File: config.mk
export PLATFORM = sky130hd
export DESIGN_NAME = bootrom_ctrl
export DESIGN_NICKNAME = d
export VERILOG_FILES = /design/src/rtl/bootrom_pkg.sv /design/src/rtl/bootrom_ctrl_rr_arb2.sv /design/src/rtl/bootrom_ctrl.sv
export SDC_FILE = /design/constraint.sdc
export NUM_CORES = 1
export LEC_CHECK = 0
export CORE_MARGIN = 2
export CORE_UTILIZATION = 47
export DETAILED_ROUTE_END_ITERATION = 8
export PLACE_DENSITY = 0.95
export SYNTH_ARGS = -nofsm -noshare
export SYNTH_HDL_FRONTEND = slang
export SYNTH_HIERARCHICAL = 1
export SYNTH_SLANG_ARGS = --single-unit
File: constraint.sdc
create_clock -name clk -period 5.81 [get_ports clk]
set_clock_uncertainty 0.05 [all_clocks]
set_input_delay 1.4525 -clock clk [delete_from_list [all_inputs] [get_ports clk]]
set_output_delay 1.4525 -clock clk [all_outputs]
set_load 0.005 [all_outputs]
File: src/rtl/bootrom_pkg.sv
// Shared types and helpers for the bootrom controller.
//   bootrom_ctrl_state_e : sequencer states
//   req_size_e           : data access size (32-bit / 64-bit)
//   owner_e              : which requester owns the in-flight access
//   addr_fault()         : range / alignment check of a byte address
//   lane32()             : little-endian 32-bit lane select from a ROM word
package bootrom_pkg;

   localparam int ROM_DATA_WIDTH = 64;

   typedef enum logic [1:0] {IDLE, ISSUE, CAPTURE, RESP} bootrom_ctrl_state_e;
   typedef enum logic {SZ_W = 1'b0, SZ_D = 1'b1} req_size_e;
   typedef enum logic {OWN_I = 1'b0, OWN_D = 1'b1} owner_e;

   // The top word index (2^aw - 1) is reserved, so it counts as out of range.
   function automatic logic addr_fault(input logic [31:0] addr,
                                       input logic        is_data,
                                       input logic        size_d,
                                       input int unsigned aw);
      logic [28:0] lim;
      logic        oor;
      logic        mis;
      lim = 29'((64'd1 << aw) - 64'd1);
      oor = (addr[31:3] >= lim);
      if (is_data && size_d) mis = (addr[2:0] != 3'b000);
      else                   mis = (addr[1:0] != 2'b00);
      return oor | mis;
   endfunction

   function automatic logic [31:0] lane32(input logic [ROM_DATA_WIDTH-1:0] w,
                                          input logic hi);
      return hi ? w[63:32] : w[31:0];
   endfunction

endpackage

File: src/rtl/bootrom_ctrl_rr_arb2.sv
// Two-way round-robin arbiter (combinational).
//   valid_i  : request valids, bit0 = fetch, bit1 = data
//   last_i   : port served last (1 = data)
//   accept_i : a grant is taken this cycle (pointer may advance)
//   gnt_o    : one-hot grant
//   last_d_o : next value of the last-served pointer
module rr_arb2 (
   input  logic [1:0] valid_i,
   input  logic       last_i,
   input  logic       accept_i,
   output logic [1:0] gnt_o,
   output logic       last_d_o
);

   always_comb begin
      gnt_o = valid_i;
      // On a tie the port that was not served last wins.
      if (&valid_i) gnt_o = last_i ? 2'b01 : 2'b10;
      last_d_o = last_i;
      if (accept_i && (|gnt_o)) last_d_o = gnt_o[1];
   end

endmodule

File: src/rtl/bootrom_ctrl.sv
// Bootrom sequencer shared by instruction fetch and data load ports.
// One ROM access in flight at a time; faults answer without touching the ROM.
//   clk, rst_n                  : clock, synchronous active-low reset
//   i_req_* / i_rsp_*           : fetch request / response (32-bit data)
//   d_req_* / d_rsp_*           : data request / response (64-bit data)
//   rom_addr                    : registered word index to the bootrom
//   rom_rdata                   : bootrom data, one cycle after rom_addr sampled
module bootrom_ctrl
   import bootrom_pkg::*;
#(
   parameter int ADDR_WIDTH = 8,
   parameter int DATA_WIDTH = 64
) (
   input  logic                  clk,
   input  logic                  rst_n,
   input  logic                  i_req_valid,
   output logic                  i_req_ready,
   input  logic [31:0]           i_req_addr,
   output logic                  i_rsp_valid,
   input  logic                  i_rsp_ready,
   output logic [31:0]           i_rsp_data,
   output logic                  i_rsp_err,
   input  logic                  d_req_valid,
   output logic                  d_req_ready,
   input  logic [31:0]           d_req_addr,
   input  logic                  d_req_size,
   output logic                  d_rsp_valid,
   input  logic                  d_rsp_ready,
   output logic [63:0]           d_rsp_data,
   output logic                  d_rsp_err,
   output logic [ADDR_WIDTH-1:0] rom_addr,
   input  logic [DATA_WIDTH-1:0] rom_rdata
);

   if (DATA_WIDTH != ROM_DATA_WIDTH) begin : g_bad_width
      $fatal(1, "bootrom_ctrl: DATA_WIDTH must be 64");
   end

   bootrom_ctrl_state_e   state_q;
   owner_e                own_q;
   req_size_e             size_q;
   logic                  lane_hi_q;
   logic                  last_q, last_d;
   logic [ADDR_WIDTH-1:0] rom_addr_q;
   logic                  i_rsp_valid_q, d_rsp_valid_q;
   logic [31:0]           i_rsp_data_q;
   logic [63:0]           d_rsp_data_q;
   logic                  i_rsp_err_q, d_rsp_err_q;

   logic [1:0]  gnt;
   logic        idle;
   logic        hs;
   logic [31:0] sel_addr;
   logic        sel_d;
   logic        sel_size;
   logic        sel_fault;
   logic [31:0] cap_lo;
   logic        own_rsp_ready;

   assign idle = (state_q == IDLE);

   // The pointer only moves in IDLE, where a grant is always a handshake.
   rr_arb2 u_arb (
      .valid_i  ({d_req_valid, i_req_valid}),
      .last_i   (last_q),
      .accept_i (idle),
      .gnt_o    (gnt),
      .last_d_o (last_d)
   );

   assign i_req_ready = idle & gnt[0];
   assign d_req_ready = idle & gnt[1];
   assign hs          = idle & (|gnt);

   assign sel_d     = gnt[1];
   assign sel_addr  = sel_d ? d_req_addr : i_req_addr;
   assign sel_size  = sel_d & d_req_size;
   assign sel_fault = addr_fault(sel_addr, sel_d, sel_size, ADDR_WIDTH);

   assign cap_lo        = lane32(rom_rdata, lane_hi_q);
   assign own_rsp_ready = (own_q == OWN_D) ? d_rsp_ready : i_rsp_ready;

   always_ff @(posedge clk) begin
      if (!rst_n) begin
         state_q       <= IDLE;
         own_q         <= OWN_I;
         size_q        <= SZ_W;
         lane_hi_q     <= 1'b0;
         last_q        <= 1'b1;
         rom_addr_q    <= '0;
         i_rsp_valid_q <= 1'b0;
         d_rsp_valid_q <= 1'b0;
         i_rsp_data_q  <= '0;
         d_rsp_data_q  <= '0;
         i_rsp_err_q   <= 1'b0;
         d_rsp_err_q   <= 1'b0;
      end else begin
         last_q <= last_d;
         case (state_q)
            IDLE: begin
               if (hs) begin
                  own_q     <= sel_d ? OWN_D : OWN_I;
                  size_q    <= req_size_e'(sel_size);
                  lane_hi_q <= sel_addr[2];
                  if (sel_fault) begin
                     // Fault: answer next cycle, ROM address left alone.
                     if (sel_d) begin
                        d_rsp_valid_q <= 1'b1;
                        d_rsp_err_q   <= 1'b1;
                        d_rsp_data_q  <= '0;
                     end else begin
                        i_rsp_valid_q <= 1'b1;
                        i_rsp_err_q   <= 1'b1;
                        i_rsp_data_q  <= '0;
                     end
                     state_q <= RESP;
                  end else begin
                     rom_addr_q <= sel_addr[ADDR_WIDTH+2:3];
                     state_q    <= ISSUE;
                  end
               end
            end
            ISSUE: state_q <= CAPTURE;
            CAPTURE: begin
               if (own_q == OWN_D) begin
                  d_rsp_valid_q <= 1'b1;
                  d_rsp_err_q   <= 1'b0;
                  d_rsp_data_q  <= (size_q == SZ_D) ? rom_rdata : {32'h0, cap_lo};
               end else begin
                  i_rsp_valid_q <= 1'b1;
                  i_rsp_err_q   <= 1'b0;
                  i_rsp_data_q  <= cap_lo;
               end
               state_q <= RESP;
            end
            RESP: begin
               if (own_rsp_ready) begin
                  i_rsp_valid_q <= 1'b0;
                  d_rsp_valid_q <= 1'b0;
                  state_q       <= IDLE;
               end
            end
            default: state_q <= IDLE;
         endcase
      end
   end

   assign rom_addr    = rom_addr_q;
   assign i_rsp_valid = i_rsp_valid_q;
   assign i_rsp_data  = i_rsp_data_q;
   assign i_rsp_err   = i_rsp_err_q;
   assign d_rsp_valid = d_rsp_valid_q;
   assign d_rsp_data  = d_rsp_data_q;
   assign d_rsp_err   = d_rsp_err_q;

endmodule
**Word level (Yosys, flattened, before mapping)**

Cells that the tools add are included.

- Order comparisons: 1
- Equal/unequal tests: 10
- Multiplexer cells: 37
- Bitwise gates (word level): 6
- Reduce and logical (&&, ||, !) cells: 16

Operator list:

| kind | number |
|---|---|
| $mux 64 | 5 |
| $mux 32 | 6 |
| $pmux 64 s2 | 1 |
| $pmux 32 s2 | 1 |
| $ge 29x8->1 const B | 1 |
| $mux 1 | 14 |
| $reduce_and 6->1 | 2 |
| $mux 2 | 5 |
| $ne 2x2->1 const B | 5 |
| $reduce_and 5->1 | 2 |
| $pmux 2 s4 | 1 |
| $pmux 1 s3 | 2 |
| $reduce_and 2->1 | 3 |
| $reduce_bool 3->1 | 2 |
| $and 1x1->1 | 4 |
| $eq 2x2->1 const B | 2 |
| $ne 2x1->1 const B | 2 |
| $pmux 1 s2 | 2 |
| $reduce_bool 2->1 | 2 |
| $reduce_and 3->1 | 1 |
| $eq 2x1->1 const B | 1 |
| $logic_and 1x1->1 | 2 |
| $logic_not 2->1 | 1 |
| $reduce_or 2->1 | 1 |
| other kinds (2) | 2 |

- Register bits: 114
- Input bits: 135
- Logic and storage cells: 82

**Logic depth before layout (Yosys ltp)**

Gate-level depths: netlist of the first run.

- Depth in word-level cells: 9
- Gate-level depth with buffers: 11

**Hierarchy**

Netlist of the first run, hierarchy kept.

Modules (own cells, without submodules):

| module | instances | cells an instance | area an instance (um^2) |
|---|---|---|---|
| bootrom_ctrl | 1 | 634 | 5,798.1 |
| rr_arb2 | 1 | 5 | 30.0 |

**Worst setup path before layout of the first run**

OpenSTA, ideal clock, no wires.

- Kind: input -> output
- Start point: in d_req_valid
- End point: out d_req_ready
- Arrival time: 2,405 ps
- Data required time: 4,308 ps
- Setup slack: 1,902 ps
- Cell stages on the path: 4
- Path buffers: 1
- Cells stage by stage: a21boi_0 > buf_2 > nand2_1 > inv_1

- Cells in the longest elaborated chain, start to end: 3

Ends and longest elaborated chain:

| what | line | text |
|---|---|---|
| start, declared | bootrom_ctrl.sv:23 | `input logic d_req_valid,` |
| $reduce_and 2->1 | bootrom_ctrl_rr_arb2.sv:18 | `if (&valid_i) gnt_o = last_i ? 2'b01 : 2'b10;` |
| $mux 2 (*) | bootrom_ctrl_rr_arb2.sv:18 |  |
| $and 1x1->1 (*) | bootrom_ctrl.sv:72 | `assign d_req_ready = idle & gnt[1];` |
| end, declared | bootrom_ctrl.sv:24 | `output logic d_req_ready,` |

Mark *: on every way between the ends. The rest lies on a longest branch, timed or not.

**Worst setup path after layout of the first run**

- Start point: in d_req_valid
- End point: out d_req_ready

- Cells in the longest elaborated chain, start to end: 3

Ends and longest elaborated chain:

| what | line | text |
|---|---|---|
| $reduce_and 2->1 | bootrom_ctrl_rr_arb2.sv:18 |  |
| $mux 2 (*) | bootrom_ctrl_rr_arb2.sv:18 |  |
| named net gnt[1] | bootrom_ctrl.sv:50 | `logic [1:0] gnt;` |
| $and 1x1->1 (*) | bootrom_ctrl.sv:72 |  |

The timed path passes the listed nets; every way through them passes the cells marked *.

==> flow_metrics.env, run 1 <==
export IMPL_ctsHoldBuffers=0
export IMPL_routedWlPerCell_um=16.70
export IMPL_drive_above_1_share_pct=10.91
export IMPL_dp_cells=1008
export IMPL_die_area_um2=13310
export IMPL_port_buffers=244
export IMPL_place_area_um2=8255
export IMPL_nNetsFinal=998
export IMPL_irDropWorstVdd_mv=0.3328
export IMPL_clock_sinks=114
export IMPL_grt_max_degree=74
export IMPL_p_per_area_nw_per_um2=372.8
export IMPL_ant_nets=0
export IMPL_pre_cts_ws_ns=1.156
export IMPL_initial_core_util_pct=48.32
export IMPL_critPathCaptureType="output pin"
export IMPL_mostFrequentLayoutCells="clkdlybuf4s50_1 (243), nand2_1 (183), dfxtp_1 (113)"
export IMPL_area_growth_pct=52.00
export IMPL_holdWs_ns=0.4036
export IMPL_ys_types=36
export IMPL_via_per_inst=5.374
export IMPL_drt_pass1_iterations=5
export IMPL_final_max_slew_viol_count=0
export IMPL_synth_ff_type="dfxtp_1"
export IMPL_cts_resized=0
export IMPL_cp_max_fo=18
export IMPL_startpoint_type="primary input"
export IMPL_vias=5584
export IMPL_postCtsSetupRepairBufs=0
export IMPL_max_slew_margin_pct=21.33
export IMPL_insertion_delay_ns=0.41
export IMPL_grt_first_pass_wirelength_um=27010
export IMPL_netlist_instances=639
export IMPL_cts_buffers=17
export IMPL_synth_edff_count=0
export IMPL_ys_ff_latch=114
export IMPL_grt_pass1_vias=5452
export IMPL_drtIter0Drc=350
export IMPL_die_h_um=115.4
export IMPL_rows=40
export IMPL_drc=0
export IMPL_syn_nets=778
export IMPL_cts_root_buf="clkbuf_16"
export IMPL_worst_pin_slew_ns=1.178
export IMPL_layout_commonest_cell="clkdlybuf4s50_1"
export IMPL_netlist_area_um2=5828
export IMPL_design_area_um2=8859
export IMPL_cts_tree="built"
export IMPL_setup_tns_ns=0
export IMPL_clock_tree_buffer_depth=2
export IMPL_cts_htree_levels=4
export IMPL_seq_area_frac_synth_pct=39.16
export IMPL_maxCapViolations=0
export IMPL_dp_hpwl_um=12340
export IMPL_post_route_min_period_ns=4.661
export IMPL_clk_pin_slew_worst_paths_ns=0.05
export IMPL_status="finished, final reports clean"
export IMPL_routed_wl_um=17350
export IMPL_avgSynthCellArea_um2=9.121
export IMPL_p_leak_nw=3.495
export IMPL_layoutNonFillerInstCount=1039
export IMPL_grt_overflow_total=0
export IMPL_worst_ep_required_time_ns=4.31
export IMPL_rsz0062_at_grt="no"
export IMPL_grt_usage_pct=25.96
export IMPL_ioPinCount=245
export IMPL_die_x_um=115.4
export IMPL_fin_crit_sh_pct=80.22
export IMPL_setup_violations_final=0
export IMPL_gp_congestion=0.8891
export IMPL_synth_yosys_warnings=6
export IMPL_setup_ws_ns=1.149
export IMPL_crit_type="in -> out"
export IMPL_hold_viol_final=0
export IMPL_fmax_mhz=214.5
export IMPL_diodes=0
export IMPL_synth_async_reset_ratio_pct=0
export IMPL_critPathArrivalTime_ns=3.16
export IMPL_hold_class="reg -> reg"
export IMPL_core_region_area_um2=12060
export IMPL_antenna_found_initial=0
[per-stage QoR]
stage               util, %  power (W)
floorplan                 -   0.001937
global placement      68.44   0.002232
detailed placement    68.44   0.002248
CTS                   73.44   0.003317
global route          73.44   0.003451
finish                73.44   0.003302
[layout make-up]
cell class / count / area [µm²]
Clock buffer: 21 / 470.5
Clock inverter: 10 / 132.6
Fill cell: 855 / 3203
Inverter: 7 / 26.28
Multi-Input combinational cell: 466 / 3216
Sequential cell: 114 / 2283
Tap cell: 168 / 210.2
Timing Repair Buffer: 253 / 2520
[metal layers]
layer	wire length [µm]	share of wire [%]	global-route usage, %
met1	6890	40	29.62
met2	8845	51	46.39
met3	1080	6.2	5.799
met4	534	3.1	11.16
met5	0	0	0
[cell families (layout without fill, tap and decap cells)]
logic type | Yosys count | in the layout | share of synthesized area, %
muxes | 159 | 159 | 28.38
buffers and inverters | 59 | 291 | 6.033
and+or+nand+nor | 264 | 264 | 20.44
adders and majority gates | 4 | 4 | 0.8588
AOI/OAI and AO/OA | 39 | 39 | 5.131
DFF | 114 | 114 | 39.16
[cells in the mapped netlist, types with 2 or more instances]
| cell | number | share of area (%) |
|---|---|---|
| nand2_1 | 183 | 12 |
| dfxtp_1 | 114 | 39 |
| mux2i_1 | 109 | 19 |
| mux2_2 | 50 | 9.7 |
| clkbuf_1 | 39 | 2.5 |
| nand2b_1 | 23 | 2.5 |
| nand3_1 | 22 | 1.9 |
| o2111ai_1 | 20 | 3.0 |
| inv_1 | 7 | 0.45 |
| buf_12 | 6 | 2.1 |
| or4_1 | 6 | 0.77 |
| nor4_1 | 5 | 0.54 |
| o21ai_0 | 5 | 0.43 |
| a21oi_1 | 4 | 0.34 |
| ha_1 | 4 | 0.86 |
| nand4_1 | 4 | 0.43 |
| nor2_1 | 4 | 0.26 |
| nor3_1 | 4 | 0.34 |
| a21boi_0 | 3 | 0.39 |
| and2_1 | 3 | 0.32 |
| buf_6 | 3 | 0.58 |
| nor2b_1 | 3 | 0.32 |
| a31oi_1 | 2 | 0.21 |
| buf_2 | 2 | 0.17 |
| buf_4 | 2 | 0.26 |
| o211a_1 | 2 | 0.34 |
[sequential cells by signal, summed over array words and instances, names as in the netlist]
register     cells
i_rsp_valid      1
state_q          2
size_q           1
own_q            1
rom_addr         8
d_rsp_valid      1
last_q           1
i_rsp_data      32
d_rsp_err        1
i_rsp_err        1
d_rsp_data      64
lane_hi_q        1
[path summary, 6_finish.rpt]
path,slack [ns],end,startpoint,cells past startpoint
max,1.15,d_req_ready,d_req_valid,6
min,0.40,d_rsp_data[48],d_rsp_data[48],2
min reg2reg,0.40,d_rsp_data[48],d_rsp_data[48],2
max reg2reg,2.75,i_rsp_data[11],last_q,8
[critical path, cell delays in order]
cell             delay (ns)
clkdlybuf4s50_1        0.49
a21boi_1               0.17
buf_4                  0.24
nand2_1                0.18
inv_1                  0.11
clkdlybuf4s50_1        0.51
[report_power, final]
group	total, W	internal (W)	switching [W]
registers	0.000941	0.000882	0.0000595
logic	0.00130	0.000666	0.000634
clock network	0.00106	0.000702	0.000359
total	0.00330	0.00225	0.00105
Note: power is estimated with default switching activity, not from simulation.
==> run 2: changes to the inputs <==
Settings changed: CORE_UTILIZATION 47 to 39, PLACE_DENSITY 0.95 to 0.85.
Clock period 5.81 ns to 4.2 ns, I/O delays scaled along.
==> run 2 against run 1 <==
  * Clock power up 29%
  * First-iteration DRC count fell by 15%
  * Largest cell class unchanged
  * Non-clock buffer count increased by 2
  * Critical path depth shrank 1
  * Hold slack is essentially flat
  * Final cell count up 1.6%
  * Combinational power rose by 38%
  * Die area increased by 20%
  * Cell area is 0.28% higher
  * Critical endpoint unchanged
  * Register-to-register slack worse by 1.2 ns
==> flow_metrics.env, run 2 (synthesis results as in run 1) <==
export IMPL_crit_buf_inv=3
export IMPL_register_area_um2=2283
export IMPL_swShare_pct=32.08
export IMPL_grt_overflow_total=0
export IMPL_hold_start="d_rsp_data[45]"
export IMPL_maxCapViolations=0
export IMPL_grt_max_degree=99
export IMPL_rows=44
export IMPL_clock_sinks=114
export IMPL_power_switching_w=0.001449
export IMPL_grt_pass1_vias=5537
export IMPL_ioPinCount=245
export IMPL_critPathArrivalTime_ns=2.71
export IMPL_rsz0062_at_grt="no"
export IMPL_fmax_mhz=262.2
export IMPL_max_slew_margin_pct=35.40
export IMPL_hold_class="reg -> reg"
export IMPL_final_max_slew_viol_count=0
export IMPL_diodes=0
export IMPL_cts_resized=0
export IMPL_layout_commonest_cell="clkdlybuf4s50_1"
export IMPL_ctsHoldBuffers=0
export IMPL_clock_tree_buffer_depth=2
export IMPL_layoutNonFillerInstCount=1056
export IMPL_crit_path_frequent_cell="clkdlybuf4s50_1"
export IMPL_hold_depth=2
export IMPL_hold_viol_final=0
export IMPL_multi_input_area_um2=3218
export IMPL_grt_usage_pct=21.51
export IMPL_crit_type="in -> out"
export IMPL_r2r_cells=9
export IMPL_dp_hpwl_um=12330
export IMPL_mostFrequentLayoutCells="clkdlybuf4s50_1 (243), nand2_1 (183), dfxtp_1 (113)"
export IMPL_core_region_area_um2=14590
export IMPL_comb_power_share_pct=40.0
export IMPL_cts_htree_levels=4
export IMPL_cts_root_buf="clkbuf_16"
export IMPL_clockPowerShare_pct=30.3
export IMPL_seq_power_share_pct=29.8
export IMPL_startpoint_type="primary input"
export IMPL_via_per_inst=5.156
export IMPL_grt_first_pass_wirelength_um=27240
export IMPL_die_area_um2=15940
export IMPL_area_growth_pct=52.43
export IMPL_cp_slowest_cell="clkdlybuf4s50_1"
export IMPL_postCtsSetupRepairBufs=0
export IMPL_gp_congestion=0.8670
export IMPL_die_h_um=126.2
export IMPL_p_int_w=0.003067
export IMPL_crit_chain="clkdlybuf4s50_1 > a21boi_1 > nand2_1 > inv_1 > clkdlybuf4s50_1"
export IMPL_routedWlPerCell_um=16.48
export IMPL_worst_pin_slew_ns=0.9690
export IMPL_dp_cells=1026
export IMPL_r2r_slack_ns=1.53
export IMPL_p_per_area_nw_per_um2=508.4
export IMPL_p_leak_nw=3.507
export IMPL_critPathCaptureType="output pin"
export IMPL_ant_nets=0
export IMPL_vias=5445
export IMPL_setup_tns_ns=0
export IMPL_drtIter0Drc=296
export IMPL_antenna_found_initial=0
export IMPL_post_route_min_period_ns=3.814
export IMPL_nNetsFinal=1000
export IMPL_holdWs_ns=0.4041
export IMPL_r2r_start="last_q"
export IMPL_path_delay_family="buffers and inverters"
export IMPL_cts_tree="built"
export IMPL_setup_violations_final=0
export IMPL_fin_crit_sh_pct=90.81
export IMPL_clk_pin_slew_worst_paths_ns=0.05
export IMPL_largest_reg_flops=64
export IMPL_die_x_um=126.2
export IMPL_port_buffers=244
export IMPL_irDropWorstVdd_mv=0.5381
export IMPL_drc=0
export IMPL_cpPeakStageDelay_ns=0.51
export IMPL_crit_reg2reg_capture="d_rsp_data[12]"
export IMPL_power_w=0.004516
export IMPL_cts_buffers=17
export IMPL_drt_pass1_iterations=4
export IMPL_insertion_delay_ns=0.41
export IMPL_n_fill_cell=1195
export IMPL_initial_core_util_pct=39.95
export IMPL_cp_max_fo=6
export IMPL_worst_ep_required_time_ns=3.10
export IMPL_hold_end="d_rsp_data[45]"
export IMPL_routed_wl_um=17400
export IMPL_drive_above_1_share_pct=11.01
export IMPL_status="finished, final reports clean"
==> run 2: changes by cell type in the layout (fill, tap and decap cells not counted), sizes merged <==
| cell | delta |
|---|---|
| clkbuf | +4 |
| clkinvlp | -3 |
| buf | +2 |
| bufinv | -2 |
==> run 2: worst max path at each step <==
stage	startpoint	end	depth (start not counted)
floorplan	d_req_valid	d_rsp_data[0]	10
global placement	d_req_valid	d_rsp_data[19]	10
detailed placement	d_req_valid	d_rsp_data[12]	10
CTS	d_req_valid	d_req_ready	5
global route	d_req_valid	d_req_ready	5
finish	d_req_valid	d_req_ready	5
==> run 2: cell type report <==
cell class              instances  share of cell area, %
flip-flops and latches        114                  25.70
well taps                     184                  2.592
multi-input cells             466                  36.23
clock inverters                 5                 0.5634
inverters                       7                 0.2958
clock buffers                  25                  5.803
repair buffers                255                  28.82
==> run 2: worst min-delay path, cell delays in order (launching register included) <==
cell and delay [ns]:
dfxtp_1 0.30, nand2_1 0.05, mux2i_1 0.05
==> run 2: per-stage QoR <==
step                setup WS, ns  utilization (%)  area [µm²]
global placement          0.4107            57.02        8318
detailed placement        0.3238            57.02        8318
global route              0.2532            60.89        8884
finish                    0.3858            60.89        8884
CTS                       0.3815            60.89        8884
floorplan                 0.9724                -        5828
==> run 2: power by group through the flow <==
stage / logic [W] / registers (W) / clock network (W)
after floorplan: 0.00136 / 0.00132 / 0
after global placement: 0.00179 / 0.00136 / 0
after detailed placement: 0.00181 / 0.00136 / 0
after CTS: 0.00181 / 0.00134 / 0.00139
after global routing: 0.00192 / 0.00136 / 0.00145
final: 0.00180 / 0.00134 / 0.00137
==> run 2: layer usage <==
metal	vias up	GRT usage (%)	routed length, µm
li1	2655	-	-
met1	2551	23.85	6946
met2	203	38.27	8804
met3	36	5.905	1091
met4	0	9.761	556
met5	-	0	0
==> run 3: changes to the inputs <==
Settings changed: REMOVE_ABC_BUFFERS set to 1, SLEW_MARGIN set to 10.
==> run 3 against run 2 <==
  * Hold slack gained 0.0018 ns
  * Core utilization is 1.2 points higher
  * Fmax decreased by 2.4%
  * Highest routed layer unchanged
  * Power grew 8.9%
  * Non-clock buffer count rose by 2
  * Critical path depth up 1
  * Count of clock-buffer cells in the layout shrank 2
  * Final cell count up 0.38%
  * First-iteration DRC count fell by 14%
  * Die area unchanged
==> flow_metrics.env, run 3 (synthesis results as in run 1) <==
export IMPL_cts_tree="built"
export IMPL_grt_overflow_total=0
export IMPL_routedWlPerCell_um=16.75
export IMPL_max_slew_margin_pct=31.90
export IMPL_grt_usage_pct=22.63
export IMPL_grt_first_pass_wirelength_um=28650
export IMPL_hold_class="reg -> reg"
export IMPL_initial_core_util_pct=39.95
export IMPL_mostFrequentLayoutCells="clkdlybuf4s50_1 (243), nand2_1 (183), dfxtp_1 (112)"
export IMPL_layoutNonFillerInstCount=1060
export IMPL_die_h_um=126.2
export IMPL_largest_reg_flops=64
export IMPL_drtIter0Drc=254
export IMPL_fin_crit_sh_pct=93.02
export IMPL_cts_htree_levels=4
export IMPL_crit_type="in -> out"
export IMPL_worst_pin_slew_ns=1.021
export IMPL_fmax_mhz=256.0
export IMPL_ioPinCount=245
export IMPL_p_leak_nw=3.585
export IMPL_holdWs_ns=0.4058
export IMPL_irDropWorstVdd_mv=0.3423
export IMPL_clock_sinks=114
export IMPL_via_per_inst=5.138
export IMPL_critPathCaptureType="output pin"
export IMPL_n_fill_cell=1185
export IMPL_post_route_min_period_ns=3.907
export IMPL_core_region_area_um2=14590
export IMPL_nNetsFinal=1002
export IMPL_setup_violations_final=0
export IMPL_dp_hpwl_um=12590
export IMPL_insertion_delay_ns=0.41
export IMPL_dp_cells=1028
export IMPL_layout_commonest_cell="clkdlybuf4s50_1"
export IMPL_r2r_start="last_q"
export IMPL_hold_start="d_rsp_data[13]"
export IMPL_hold_viol_final=0
export IMPL_drc=0
export IMPL_worst_ep_required_time_ns=3.10
export IMPL_routed_wl_um=17760
export IMPL_die_area_um2=15940
export IMPL_crit_start="d_req_valid"
export IMPL_die_x_um=126.2
export IMPL_ctsHoldBuffers=0
export IMPL_postCtsSetupRepairBufs=0
export IMPL_final_max_slew_viol_count=0
export IMPL_clock_tree_buffer_depth=2
export IMPL_startpoint_type="primary input"
export IMPL_clk_pin_slew_worst_paths_ns=0.05
export IMPL_maxCapViolations=0
export IMPL_port_buffers=244
export IMPL_critPathArrivalTime_ns=2.81
export IMPL_rows=44
export IMPL_vias=5446
export IMPL_cts_resized=0
export IMPL_grt_max_degree=129
export IMPL_drt_pass1_iterations=4
export IMPL_p_per_area_nw_per_um2=542.8
export IMPL_gp_congestion=0.8501
export IMPL_diodes=0
export IMPL_ant_nets=0
export IMPL_antenna_found_initial=0
export IMPL_rsz0062_at_grt="no"
export IMPL_cts_root_buf="clkbuf_16"
export IMPL_grt_pass1_vias=5543
export IMPL_status="finished, final reports clean"
export IMPL_drive_above_1_share_pct=11.53
export IMPL_cp_max_fo=16
export IMPL_cts_buffers=17
export IMPL_area_growth_pct=55.43
run 3: layer usage:
layer / part of all wire, % / wire length (µm) / global-route usage, %
met1: 40 / 7127 / 25.97
met2: 51 / 9008 / 39.41
met3: 6.5 / 1160 / 6.585
met4: 2.6 / 462 / 9.308
met5: 0 / 0 / 0
run 3: worst paths after layout:
kind                    endpoint  slack, ns  cells after the start
hold reg to reg   d_rsp_data[13]       0.41                      2
setup reg to reg  d_rsp_data[62]       1.30                      8
hold / removal    d_rsp_data[13]       0.41                      2
setup / recovery     d_req_ready       0.29                      6
run 3: through the flow:
stage | util, % | area [µm²] | total power [W] | setup TNS, ns | setup WS [ns]
3_5_place_dp | 57.38 | 8372 | 0.003259 | 0 | 0.1625
2_1_floorplan | - | 5503 | 0.002506 | -106.20 | -1.279
3_3_place_gp | 57.38 | 8372 | 0.003240 | 0 | 0.2788
6_report | 62.09 | 9059 | 0.004917 | 0 | 0.2932
4_1_cts | 62.09 | 9059 | 0.004955 | 0 | 0.2885
5_1_grt | 62.09 | 9059 | 0.005136 | 0 | 0.1197
run 3: final cells by class:
class                           count  area [µm²]  area share (%)
Clock buffer                       23       488.0           5.387
Timing Repair Buffer              257        2613           28.84
Inverter                            7       26.28          0.2901
Sequential cell                   114        2285           25.22
Clock inverter                      9       198.9           2.196
Multi-Input combinational cell    466        3218           35.52
Tap cell                          184       230.2           2.541
run 3: report_power, final:
| group | switching, W | total (W) | internal [W] | leakage (nW) |
|---|---|---|---|---|
| Clock | 0.000502 | 0.00168 | 0.00117 | 0.337 |
| Combinational | 0.000873 | 0.00189 | 0.00101 | 2.32 |
| Sequential | 0.000134 | 0.00135 | 0.00122 | 0.924 |
run 3: worst max-delay path, cell delays in order:
cell and delay, ns:
clkdlybuf4s50_1 0.50, a21boi_1 0.24, buf_4 0.25, nand2_1 0.16
inv_1 0.11, clkdlybuf4s50_1 0.51
